## src/rtl/mult_pkg.sv

```systemverilog
// mult_pkg: FSM state type and active-high hex seven-segment patterns (bit order a..g).
package mult_pkg;
  typedef enum logic [1:0] {IDLE = 2'd0, RUN = 2'd1, DONE = 2'd2} state_t;
  localparam logic [6:0] SEG_HEX [16] = '{
    7'b1111110, 7'b0110000, 7'b1101101, 7'b1111001,
    7'b0110011, 7'b1011011, 7'b1011111, 7'b1110000,
    7'b1111111, 7'b1111011, 7'b1110111, 7'b0011111,
    7'b1001110, 7'b0111101, 7'b1001111, 7'b1000111
  };
endpackage

```

## src/rtl/seg7_hex_decoder.sv

```systemverilog
// seg7_hex_decoder: combinational hex digit to active-high segments a..g; built only with MULT_SEG_EN.
`ifdef MULT_SEG_EN
module seg7_hex_decoder
  import mult_pkg::*;
(
  input  logic [3:0] hex_i,
  output logic [6:0] seg_o
);
  assign seg_o = SEG_HEX[hex_i];
endmodule
`endif

```

## src/rtl/mult_seq_nbit.sv

```systemverilog
// mult_seq_nbit: WIDTH-bit shift-and-add unsigned multiplier with start/done handshake.
// Defining MULT_SEG_EN adds segment ports a..g showing the low nibble of p.
module mult_seq_nbit
  import mult_pkg::*;
#(
  parameter int WIDTH = 4
) (
  input  logic               clk,
  input  logic               rst,
  input  logic               start,
  input  logic [WIDTH-1:0]   A,
  input  logic [WIDTH-1:0]   B,
  output logic [2*WIDTH-1:0] p,
  output logic               busy,
  output logic               done
`ifdef MULT_SEG_EN
  ,
  output logic               a,
  output logic               b,
  output logic               c,
  output logic               d,
  output logic               e,
  output logic               f,
  output logic               g
`endif
);
  localparam int CW = $clog2(WIDTH + 1);
  state_t state_q, state_d;
  logic [2*WIDTH-1:0] mcand_q, mcand_d, acc_q, acc_d, p_q, p_d, acc_sum;
  logic [WIDTH-1:0] mplier_q, mplier_d;
  logic [CW-1:0] cnt_q, cnt_d;
  logic busy_q, done_q;
  assign acc_sum = acc_q + (mplier_q[0] ? mcand_q : '0);
  always_comb begin
    state_d  = state_q;
    mcand_d  = mcand_q;
    mplier_d = mplier_q;
    acc_d    = acc_q;
    cnt_d    = cnt_q;
    p_d      = p_q;
    case (state_q)
      IDLE: if (start) begin
        state_d  = RUN;
        mcand_d  = {{WIDTH{1'b0}}, A};
        mplier_d = B;
        acc_d    = '0;
        cnt_d    = CW'(WIDTH);
      end
      RUN: begin
        acc_d    = acc_sum;
        mcand_d  = mcand_q << 1;
        mplier_d = mplier_q >> 1;
        cnt_d    = cnt_q - CW'(1);
        if (cnt_q == CW'(1)) begin
          p_d     = acc_sum;
          state_d = DONE;
        end
      end
      default: state_d = IDLE;
    endcase
  end
  always_ff @(posedge clk) begin
    if (rst) begin
      state_q  <= IDLE;
      mcand_q  <= '0;
      mplier_q <= '0;
      acc_q    <= '0;
      cnt_q    <= '0;
      p_q      <= '0;
      busy_q   <= 1'b0;
      done_q   <= 1'b0;
    end else begin
      state_q  <= state_d;
      mcand_q  <= mcand_d;
      mplier_q <= mplier_d;
      acc_q    <= acc_d;
      cnt_q    <= cnt_d;
      p_q      <= p_d;
      busy_q   <= state_d != IDLE;
      done_q   <= state_d == DONE;
    end
  end
  assign p    = p_q;
  assign busy = busy_q;
  assign done = done_q;
`ifdef MULT_SEG_EN
  seg7_hex_decoder u_seg (.hex_i(p_q[3:0]), .seg_o({a, b, c, d, e, f, g}));
`endif
endmodule

```

## config.mk

```make
export PLATFORM = sky130hd
export DESIGN_NAME = mult_seq_nbit
export DESIGN_NICKNAME = d
export VERILOG_FILES = /design/src/rtl/mult_pkg.sv /design/src/rtl/seg7_hex_decoder.sv /design/src/rtl/mult_seq_nbit.sv
export SDC_FILE = /design/constraint.sdc
export NUM_CORES = 1
export LEC_CHECK = 0
export CORE_UTILIZATION = 55
export DETAILED_ROUTE_END_ITERATION = 10
export GPL_ROUTABILITY_DRIVEN = 0
export PLACE_DENSITY = 0.79
export SYNTH_ARGS = -nofsm -noshare
export SYNTH_HDL_FRONTEND = slang
export SYNTH_HIERARCHICAL = 1
export SYNTH_SLANG_ARGS = --single-unit
```

## constraint.sdc

```tcl
create_clock -name clk -period 2.3 [get_ports clk]
set_clock_uncertainty 0.05 [all_clocks]
set_input_delay 0.46 -clock clk [delete_from_list [all_inputs] [get_ports clk]]
set_output_delay 0.46 -clock clk [all_outputs]
set_load 0.02 [all_outputs]
```

=== Word-level counts from Yosys, hierarchy flattened ===
Cells that the tools add are included.

* Flip-flop bits (word level): 35
* Output and inout bits: 10
* Logic and storage cells: 31
* Bits of input ports: 11

* Add/subtract/negate cells: 2
* Muxes and demuxes: 12
* Reduce and logical (&&, ||, !) cells: 5
* Eq/ne operators: 4

{| class="wikitable"
|+ Operators by type and width
! kind !! number
|-
| $pmux 8 s2 || 2
|-
| $mux 8 || 3
|-
| $add 8x8->8 || 1
|-
| $pmux 4 s2 || 1
|-
| $pmux 3 s2 || 1
|-
| $mux 2 || 2
|-
| $mux 4 || 1
|-
| $pmux 2 s2 || 1
|-
| $reduce_and 2->1 || 2
|-
| $reduce_bool 2->1 || 2
|-
| $eq 3x1->1 const B || 1
|-
| $mux 3 || 1
|-
| $sub 3x1->3 const B || 1
|-
| $eq 2x1->1 const B || 1
|-
| $eq 2x2->1 const B || 1
|-
| $logic_not 2->1 || 1
|-
| $ne 2x2->1 const B || 1
|}

=== Depth between registers and ports, before layout ===
* Word-level depth: 4
* Gate-level depth with buffers: 8
* Mapped depth without buffers: 8

=== Least setup slack after synthesis ===
Ideal clock, no wire load.

* Path type: reg-to-reg
* Start point: reg mplier_q[0]
* End point: reg p_q[6], in the netlist p[6]
* Buffers on the path: 0
* Slack: 370 ps
* Cell stages (with the launch flop): 9
* Library setup time: 127 ps
* Period minus slack after synthesis: 1930 ps
* Data required time: 2123 ps
* Arrival: 1752 ps
* Cells stage by stage: dfxtp_1 -> and2_1 -> ha_1 -> inv_1 -> fa_1 -> nor2b_1 -> o31ai_1 -> a211oi_1 -> o31ai_1

* Word-level cells in the longest chain between the ends: 2

{| class="wikitable"
|+ Ends and longest elaborated chain
! what !! RTL line !! source
|-
| start: declaration || mult_seq_nbit.sv:30 || <nowiki>logic [WIDTH-1:0] mplier_q, mplier_d;</nowiki>
|-
| start signal: assignment || mult_seq_nbit.sv:75 || <nowiki>mplier_q <= mplier_d;</nowiki>
|-
| $mux 8 || mult_seq_nbit.sv:33 || <nowiki>assign acc_sum = acc_q + (mplier_q[0] ? mcand_q : '0);</nowiki>
|-
| $add 8x8->8 || mult_seq_nbit.sv:33 ||
|-
| end signal: assignment || mult_seq_nbit.sv:78 || <nowiki>p_q <= p_d;</nowiki>
|-
| end: declaration || mult_seq_nbit.sv:29 || <nowiki>logic [2*WIDTH-1:0] mcand_q, mcand_d, acc_q, acc_d, p_q, p_d, acc_sum;</nowiki>
|}

No other way between the ends.
A chain may end at the register's enable or synchronous reset.

=== Worst setup path after layout ===
* Start point: reg mplier_q[0]
* End point: reg acc_q[6]

* Word-level cells in the longest chain between the ends: 3

{| class="wikitable"
|+ Ends and longest elaborated chain
! what !! RTL line !! source
|-
| $mux 8 || mult_seq_nbit.sv:33 ||
|-
| $add 8x8->8 || mult_seq_nbit.sv:33 ||
|-
| $pmux 8 s2 || mult_seq_nbit.sv:41 || <nowiki>case (state_q)</nowiki>
|-
| end signal: assignment || mult_seq_nbit.sv:67 || <nowiki>acc_q <= '0;</nowiki>
|-
| end signal: assignment || mult_seq_nbit.sv:76 || <nowiki>acc_q <= acc_d;</nowiki>
|-
| end: declaration || mult_seq_nbit.sv:29 ||
|}

No other way between the ends.

==> results.json <==
{
  "drv_cap": 0,
  "path_delay_family": "compound AO/OA/AOI/OAI gates",
  "setup.reg_to_reg.worst_slack_ps": 170,
  "synth_compound_area_share_pct": 19.6,
  "path_buf_inv": 1,
  "power_density_nw_per_um2": 553,
  "finalNetCount": 252,
  "path_clk_slew_ps": 100,
  "synthAdderAreaFrac_pct": 7.46,
  "multi_input_area_um2": 980,
  "path_class": "reg -> reg",
  "hold_end": "p[2]",
  "r2r_cells": 8,
  "seq_area_frac_synth_pct": 39.4,
  "setup_viol": 0,
  "worst_path_most_repeated_cell": "o31ai_1",
  "finalHoldViolations": 0,
  "regArea_um2": 702,
  "wl_per_cell_um": 14.2,
  "cts_setup_buffers": 0,
  "drc": 0,
  "synth-simple-area-share_pct": 27.1,
  "crit_chain": "and2_1, ha_1, inv_1, fa_1, nor2b_1, o31ai_1, a211oi_1, o31ai_1",
  "ios": 21,
  "synth_cells": 212,
  "outcome": "complete, no violations",
  "synth_edf_count": 0,
  "port_buffers": 20,
  "diodes": 0,
  "synth_top_family_by_area": "simple AND/OR/NAND/NOR gates",
  "area_delta_synth_final_pct": 15.4,
  "grt_pass1_vias": 1505,
  "postPlaceCellArea_um2": 2000,
  "grt_max_degree": 24,
  "drtIter0Drc": 124,
  "cts_max_path_buffers": 2,
  "clkSinkCount": 35,
  "fin_crit_ps": 2130,
  "routed_wl_um": 3920,
  "synth_ff_type": "dfxtp_1",
  "worstMarginPinSlew_ps": 696,
  "hold_path.startpoint": "p[2]",
  "synth-seq-cells": 35,
  "slew_headroom_pct": 53.6,
  "combPwrFrac_pct": 13.5,
  "track_usage_pct": 25.9,
  "post_cts_resized": 0,
  "p_seq_share_pct": 57.5,
  "h-tree-depth": 2,
  "p_clk_share_pct": 29.0,
  "grt-ovfl-total": 0,
  "hold_depth": 2,
  "drtAntennaViolNets": 0,
  "die_h_um": 58.8,
  "drive_gt1_share_pct": 6.03,
  "yosysWarnings": 6,
  "timing.rr.start": "mplier_q[0]",
  "p_sw_w": 0.000314,
  "async_flop_share_pct": 0,
  "root_buffer": "clkbuf_4",
  "synth_xor_area_share_pct": 0.986,
  "cp.required_ps": 2490,
  "first_pass_iters": 5,
  "setup_tns_ps": 0,
  "cp-end-kind": "flip-flop",
  "holdBufCountCts": 0,
  "rows": 20,
  "startpoint_type": "flip-flop",
  "p_int_w": 0.000821,
  "hpwl_um": 2920,
  "avgSynthCellArea_um2": 8.38,
  "max_stage_delay_ps": 390,
  "stdcell_area_um2": 2050,
  "antenna_found_initial": 0,
  "post-place-ws_ps": 136,
  "fin_crit_sh_pct": 92.6,
  "synth.area.mux_share_pct": 0,
  "die_width_um": 58.8,
  "num_vias": 1610,
  "clk_latency_ps": 350,
  "dieArea_um2": 3460,
  "ir_drop_mv": 0.451,
  "cp_max_fo": 9,
  "syn_area_um2": 1780,
  "r2r-end": "acc_q[6]",
  "rsz0062_at_grt": "no",
  "synthDistinctLibCells": 43,
  "syn-num-nets": 233,
  "start_util_pct": 58.2,
  "cts_tree": "done",
  "cts_buffers": 5,
  "hold_path.class": "reg -> reg",
  "via_per_inst": 5.83,
  "core_area_um2": 3050,
  "finalMaxSlewViolations": 0,
  "cp_data_arrival_time_ps": 2320,
  "slowest_stage": "dfxtp_2",
  "final.fill_count": 267,
  "grt_pass1_wl_um": 6600,
  "swShare_pct": 27.7,
  "p_leak_nw": 0.800,
  "max_freq_mhz": 470,
  "setup_slack_ps": 171
}
==> cell type report <==
cell class	instances	area share, %
sequential	35	34.2
tap	44	2.68
timing repair buffer	24	11.2
clock inverter	1	0.244
inverter	9	1.65
multi-input combinational	156	47.8
clock buffer	7	2.20
==> metrics by stage <==
stage | power [W] | cells | util (%) | hold slack, ps
final | 0.00113 | 276 | 67.2 | 408
after global routing | 0.00118 | 276 | 67.2 | 450
after floorplan | 0.000770 | 212 | - | 391
after global placement | 0.000809 | 268 | 65.5 | 393
after detailed placement | 0.000818 | 268 | 65.5 | 398
after CTS | 0.00114 | 276 | 67.1 | 412
==> registers in the layout (all words and copies together) (netlist names) <==
register,count
p,8
acc_q,8
busy,1
done,1
mplier_q,4
state_q,2
cnt_q,3
mcand_q,8
==> synth_stat cells (all sizes together) (6+ instances only) <==
cell type | instances | area, um2
nor3 | 9 | 45.0
nand2 | 14 | 52.6
nor2b | 6 | 37.5
clkbuf | 7 | 26.3
nor2 | 34 | 128
and2 | 6 | 37.5
a21oi | 13 | 76.3
ha | 9 | 113
inv | 9 | 33.8
nand3b | 6 | 45.0
a22oi | 8 | 60.1
dfxtp | 35 | 701
==> cell families after synthesis <==
kind of cell	Yosys count
DFF	35
and+or+nand+nor	95
xor gates and xnor gates	2
AOI/OAI and AO/OA	49
adders and majority gates	10
buffers and inverters	21
==> cells in the final DEF, fill, tap and decap left out, drive strengths merged, types with 2 or more instances in the layout <==
master / instances
a21oi: 13
nand3: 4
nor2: 34
dfxtp: 35
a2bb2oi: 3
o211ai: 3
a211oi: 3
clkbuf: 7
and2: 6
o21a: 2
a311oi: 2
nor3b: 2
or2: 2
clkdlybuf4s50: 20
inv: 9
buf: 4
o22ai: 3
nor2b: 6
or3: 3
nand3b: 6
o31ai: 3
o21ai: 5
or4: 2
nand2: 14
ha: 9
a22oi: 8
nor3: 9
nand2b: 3
==> layer usage <==
metal	vias to the layer above	track usage (%)	routed length (um)
met1	771	29.6	1670
met2	37	44.5	1970
met4	0	15.3	133
li1	787	-	-
met5	-	0	0
met3	15	5.27	138
==> power by group through the flow <==
stage	Combinational [W]	Sequential [W]	Clock, W
after global routing	0.000172	0.000657	0.000355
after detailed placement	0.000152	0.000666	0
final	0.000153	0.000652	0.000329
after global placement	0.000144	0.000665	0
after floorplan	0.000109	0.000661	0
after CTS	0.000153	0.000652	0.000331
==> worst max path at each step <==
stage | from | to | slack (ps) | depth (start not counted)
finish | mplier_q[0] | acc_q[6] | 170 | 8
global route | mplier_q[0] | p[6] | 60 | 8
CTS | mplier_q[0] | acc_q[6] | 110 | 8
detailed placement | mplier_q[0] | acc_q[6] | 140 | 8
global placement | mplier_q[0] | p[6] | 260 | 8
floorplan | mplier_q[0] | p[6] | 370 | 8
==> tightest hold or removal path: cells and delay by family, from the launching register on <==
family	cells	cell delay [ps]
AO/OA/AOI/OAI	1	50
flip-flops	1	320
AND/OR/NAND/NOR	1	50
(Power assumes the default switching activity.)
